`src/rtl/conv_window_sequencer.sv`:
```
// Walks every KxK window of an IMG_H x IMG_W image, issuing pixel/tap addresses with MAC
// enables plus per-window accumulator clear and result strobes. Optional: CONV_SEQ_STALL_EN.
module conv_window_sequencer #(
    parameter int unsigned IMG_W  = 8,
    parameter int unsigned IMG_H  = 8,
    parameter int unsigned K      = 3,
    parameter int unsigned ADDR_W = 6,
    parameter int unsigned TAP_W  = 4
) (
    input  logic              clk,
    input  logic              rst_n,
    input  logic              start,
    input  logic              CLR,
`ifdef CONV_SEQ_STALL_EN
    input  logic              stall,
`endif
    output logic              acc_clr,
    output logic              mac_en,
    output logic [ADDR_W-1:0] pix_addr,
    output logic [TAP_W-1:0]  tap_idx,
    output logic              out_valid,
    output logic [ADDR_W-1:0] out_row,
    output logic [ADDR_W-1:0] out_col,
    output logic              busy,
    output logic              done
);

    typedef enum logic [2:0] {
        S_IDLE = 3'd0,
        S_CLRA = 3'd1,
        S_MAC  = 3'd2,
        S_WR   = 3'd3,
        S_DONE = 3'd4
    } state_t;

    localparam logic [TAP_W-1:0]  K_LAST   = TAP_W'(K - 1);
    localparam logic [ADDR_W-1:0] COL_LAST = ADDR_W'(IMG_W - K);
    localparam logic [ADDR_W-1:0] ROW_LAST = ADDR_W'(IMG_H - K);

    state_t            state, state_nxt;
    logic [ADDR_W-1:0] row, row_nxt;
    logic [ADDR_W-1:0] col, col_nxt;
    logic [TAP_W-1:0]  kr, kr_nxt;
    logic [TAP_W-1:0]  kc, kc_nxt;
    logic [ADDR_W-1:0] pix_nxt;
    logic [TAP_W-1:0]  tap_nxt;
    logic              frz;
    logic              last_tap;
    logic              last_win;

`ifdef CONV_SEQ_STALL_EN
    assign frz = stall;
`else
    assign frz = 1'b0;
`endif

    assign last_tap = (kr == K_LAST) && (kc == K_LAST);
    assign last_win = (row == ROW_LAST) && (col == COL_LAST);

    // State register
    always_ff @(posedge clk or negedge rst_n) begin
        if (!rst_n) begin
            state <= S_IDLE;
        end else begin
            state <= state_nxt;
        end
    end

    // Next-state logic; abort outranks freeze, freeze outranks normal sequencing
    always_comb begin
        state_nxt = state;
        case (state)
            S_IDLE:  if (start) state_nxt = S_CLRA;
            S_CLRA:  state_nxt = S_MAC;
            S_MAC:   if (last_tap) state_nxt = S_WR;
            S_WR:    state_nxt = last_win ? S_DONE : S_CLRA;
            S_DONE:  state_nxt = S_IDLE;
            default: state_nxt = S_IDLE;
        endcase
        if (frz) state_nxt = state;
        if (CLR) state_nxt = S_IDLE;
    end

    // Next counter values and the output values they imply
    always_comb begin
        kr_nxt  = kr;
        kc_nxt  = kc;
        row_nxt = row;
        col_nxt = col;
        if (state == S_MAC) begin
            if (kc == K_LAST) begin
                kc_nxt = '0;
                kr_nxt = (kr == K_LAST) ? '0 : kr + TAP_W'(1);
            end else begin
                kc_nxt = kc + TAP_W'(1);
            end
        end
        // Window position advances only once the result strobe has gone out
        if (state == S_WR) begin
            if (col == COL_LAST) begin
                col_nxt = '0;
                row_nxt = (row == ROW_LAST) ? '0 : row + ADDR_W'(1);
            end else begin
                col_nxt = col + ADDR_W'(1);
            end
        end
        if (frz) begin
            kr_nxt  = kr;
            kc_nxt  = kc;
            row_nxt = row;
            col_nxt = col;
        end
        if (CLR) begin
            kr_nxt  = '0;
            kc_nxt  = '0;
            row_nxt = '0;
            col_nxt = '0;
        end
        pix_nxt = ADDR_W'((32'(row_nxt) + 32'(kr_nxt)) * IMG_W + 32'(col_nxt) + 32'(kc_nxt));
        tap_nxt = TAP_W'(32'(kr_nxt) * K + 32'(kc_nxt));
    end

    // Counters and registered outputs, loaded with the values of the upcoming cycle
    always_ff @(posedge clk or negedge rst_n) begin
        if (!rst_n) begin
            kr        <= '0;
            kc        <= '0;
            row       <= '0;
            col       <= '0;
            pix_addr  <= '0;
            tap_idx   <= '0;
            acc_clr   <= 1'b0;
            mac_en    <= 1'b0;
            out_valid <= 1'b0;
            done      <= 1'b0;
            busy      <= 1'b0;
        end else begin
            kr        <= kr_nxt;
            kc        <= kc_nxt;
            row       <= row_nxt;
            col       <= col_nxt;
            pix_addr  <= pix_nxt;
            tap_idx   <= tap_nxt;
            acc_clr   <= (state_nxt == S_CLRA);
            mac_en    <= (state_nxt == S_MAC);
            out_valid <= (state_nxt == S_WR);
            done      <= (state_nxt == S_DONE);
            busy      <= (state_nxt != S_IDLE);
        end
    end

    assign out_row = row;
    assign out_col = col;

endmodule

```
`config.mk`:
```
export PLATFORM = sky130hd
export DESIGN_NAME = conv_window_sequencer
export DESIGN_NICKNAME = d
export VERILOG_FILES = /design/src/rtl/conv_window_sequencer.sv
export SDC_FILE = /design/constraint.sdc
export NUM_CORES = 1
export LEC_CHECK = 0
export CORE_ASPECT_RATIO = 1.2
export CORE_MARGIN = 3
export CORE_UTILIZATION = 49
export DETAILED_ROUTE_END_ITERATION = 10
export PLACE_DENSITY = 0.76
export SLEW_MARGIN = 20
export SYNTH_ARGS = -nofsm -noshare
export SYNTH_HDL_FRONTEND = slang
export SYNTH_SLANG_ARGS = --single-unit
```
`constraint.sdc`:
```
create_clock -name clk -period 3.4 [get_ports clk]
set_input_delay 0.68 -clock clk [delete_from_list [all_inputs] [get_ports clk]]
set_output_delay 0.68 -clock clk [all_outputs]
set_load 0.005 [all_outputs]
```
==> results of run 1 <==
-- worst reg2reg max path, stage by stage (launching register included) --
cell	delay (ns)
dfrtp_2	0.44
nor4b_4	0.27
nand2_1	0.12
nor3_2	0.21
a21oi_1	0.06
or2_2	0.29
inv_1	0.08
ha_1	0.23
fa_1	0.53
ha_4	0.21
a21o_1	0.18
a21oi_2	0.14
xnor2_1	0.15
xnor2_1	0.18
xnor2_1	0.10
-- path summary, 6_finish.rpt --
check	slack, ns	endpoint
setup / recovery	0.09	pix_addr[5]$_DFF_PN0_
hold reg to reg	0.63	out_row[5]$_DFFE_PN0P_
setup reg to reg	0.09	pix_addr[5]$_DFF_PN0_
hold / removal	0.49	acc_clr$_DFF_PN0_
max in group asynchronous	2.33	kc[2]$_DFF_PN0_
min in group clk	0.63	out_row[5]$_DFFE_PN0P_
-- layer usage --
layer / track usage / part of all wire
met1: 0.248 / 0.45
met2: 0.321 / 0.49
met3: 0.0509 / 0.037
met4: 0.0874 / 0.027
met5: 0 / 0
-- registers in the layout, summed over array words and instances (netlist names), 3 cells and up --
signal	count
kc	4
kr	4
out_col	6
out_row	6
pix_addr	6
state	3
tap_idx	4
-- kinds of logic (layout without fill, tap and decap cells) --
group | count (synthesis) | after routing
and+or+nand+nor | 68 | 68
DFF | 38 | 38
AOI/OAI and AO/OA | 26 | 26
buffers and inverters | 25 | 84
adders and majority gates | 23 | 23
xor gates and xnor gates | 21 | 21
muxes | 2 | 2
-- where the power goes --
| group | leakage (nW) | internal, mW | switching, mW |
|---|---|---|---|
| Combinational | 0.842 | 0.0424 | 0.0403 |
| Sequential | 0.524 | 0.465 | 0.00879 |
| Clock | 0.0431 | 0.156 | 0.148 |
-- layout make-up --
type	count	area, sq um	area share
Tap cell	54	67.6	0.0237
Multi-Input combinational cell	140	1170	0.409
Inverter	19	71.3	0.0250
Timing Repair Buffer	59	513	0.180
Clock buffer	6	82.6	0.0289
Sequential cell	38	952	0.334
-- placed cells by master, fill, tap and decap left out, types with 2 or more instances in the layout --
master,count
a21o_1,3
a21oi_1,11
a21oi_2,2
and3_1,2
buf_4,29
clkbuf_8,6
clkdlybuf4s50_1,29
dfrtp_1,37
fa_1,6
ha_1,15
ha_4,2
inv_1,19
mux2i_1,2
nand2_1,9
nand2b_1,2
nand3_1,4
nand4_1,6
nor2_1,15
nor3_1,9
nor3b_1,2
o21ai_0,2
o21ai_1,2
or2_1,2
or2_2,2
or3_1,3
xnor2_1,10
xor2_1,11
-- repair_timing --
item | in CTS | in global routing
setup buffers | 0 | 1
setup endpoints to repair | 0 | 1
gates resized for setup | 0 | 9
-- through the flow --
step	std cells	total power [mW]	cell area (sq um)	utilization	setup slack, ns
global placement	309	0.563	2720	0.663	0.0135
floorplan	203	0.514	2180	-	0.0240
global route	316	0.898	2850	0.696	-0.0898
CTS	315	0.871	2800	0.683	0.0523
detailed placement	309	0.565	2720	0.663	-0.0357
finish	316	0.861	2850	0.696	0.0903
==> impl_metrics.py, run 1 <==
metrics = {
    "status": {
        "status": "complete, no violations",
    },
    "synth": {
        "synth_area_leader_cell": "dfrtp_1",
        "synth_flop_cell": "dfrtp_1",
        "synth_common_cells": "dfrtp_1, inv_1, ha_1",
        "synth_top_family_by_area": "simple AND/OR/NAND/NOR gates",
        "synth.most_common_cell": "dfrtp_1",
        "synth-compound-area-share": 0.0769,
        "synthDistinctLibCells": 38,
        "synth_edf_count": 0,
        "synth_area_leaders": "dfrtp_1, ha_1, fa_1, xor2_1, xnor2_1",
        "synth-xor-area-share": 0.0850,
        "seq_area_frac_synth": 0.439,
        "netlist_area_sq_um": 2160,
        "synthAdderAreaFrac": 0.154,
        "async_flop_share": 1.00,
        "yosys_warnings": 0,
        "synth.mux.area_fraction": 0.00925,
        "synth_cells": 203,
        "synth_nets": 230,
        "synth-simple-area-share": 0.186,
        "yosysTopAreaCellShare": 0.439,
        "ys_seq_elements": 38,
        "syn_area_per_cell_sq_um": 10.7,
    },
    "clocking": {
        "cts-root-buf": "clkbuf_8",
        "clk_pin_slew_ns": 0.07,
        "cts.sinks": 38,
        "htreeDepth": 2,
        "cts_tree": "built",
        "worstSkewPairLatency_ns": 0.29,
        "cts_made_buffers": 5,
        "ctsLongestPathBuffers": 2,
        "cts_hold_buffers": 0,
    },
    "grt": {
        "grt_pass1_wl_um": 7930,
        "grt_usage": 0.199,
        "antenna_found_initial": 0,
        "grt_start_max_net_pins": 39,
        "first_global_vias": 1770,
        "grt_overflow": 0,
    },
    "power": {
        "p_per_area_nw_per_um2": 302,
        "leakagePower_nw": 1.41,
        "irDropWorstVdd_v": 0.000214,
    },
    "drt": {
        "ant_nets": 0,
        "drt-total-wl_um": 4510,
        "wl_per_cell_um": 14.3,
        "routed_via_density": 5.22,
        "first_iter_violations": 90,
        "drtPass1Iterations": 4,
        "remaining_drc_errors": 0,
        "vias": 1651,
    },
    "sta": {
        "fmax_mhz": 302,
        "finalSetupTns_ns": 0,
        "hold_viol": 0,
        "whs_ns": 0.488,
        "max_slew.worst_pin.slew_ns": 0.833,
        "relSlewSlack": 0.445,
        "fin_skew_ns": 0.00642,
        "drv_slew": 0,
        "period_share": 0.973,
        "min_period_ns": 3.31,
        "finalSetupViolCount": 0,
    },
    "layout": {
        "areaGrowthSynthToFinish_pct": 31.8,
        "final.fill_count": 318,
        "drive_above_1_share": 0.206,
        "fin_nets": 290,
        "antenna_cells": 0,
    },
    "setup_path": {
        "critPathLaunchType": "flip-flop",
        "worstPathCellList": "nor4b_4 > nand2_1 > nor3_2 > a21oi_1 > or2_2 > inv_1 > ha_1 > fa_1 > ha_4 > a21o_1 > a21oi_2 > xnor2_1 > xnor2_1 > xnor2_1",
        "arrival_ns": 3.49,
        "path_delay_family": "adder cells",
        "critical_path.startpoint": "kc[2]$_DFF_PN0_",
        "cp_common_cell": "xnor2_1",
        "rr_worst_depth": 14,
        "slowest_delay_ns": 0.53,
        "crit_buf_inv": 1,
        "rr_startpoint": "kc[2]$_DFF_PN0_",
        "critical_path_class": "flip-flop to flip-flop",
        "worst_setup_path_end_kind": "flip-flop",
        "slowest_stage": "fa_1",
        "required_ns": 3.58,
        "critPathMaxFanout": 4,
        "path_depth": 14,
    },
    "floorplanning": {
        "die_x_um": 66.7,
        "io_pins": 31,
        "start_util": 0.528,
        "die_area_sq_um": 5250,
        "num_rows": 25,
        "core_area_sq_um": 4100,
        "fp.dieH_um": 78.8,
    },
    "job": {
        "drv_cap": 0,
    },
    "place": {
        "port-buffer-count": 30,
        "dpl.hpwl_um": 3370,
        "globalplace.congestion": 0.833,
    },
    "worst_hold_path": {
        "hold_class": "input port to asynchronous set/reset pin",
    },
}
(Power assumes the default switching activity.)
==> run 2, diff against run 1 <==
- SLEW_MARGIN: 20 -> unset
==> results of run 2 <==
No change in the layout: final DEF, timing and power equal those of run 1.
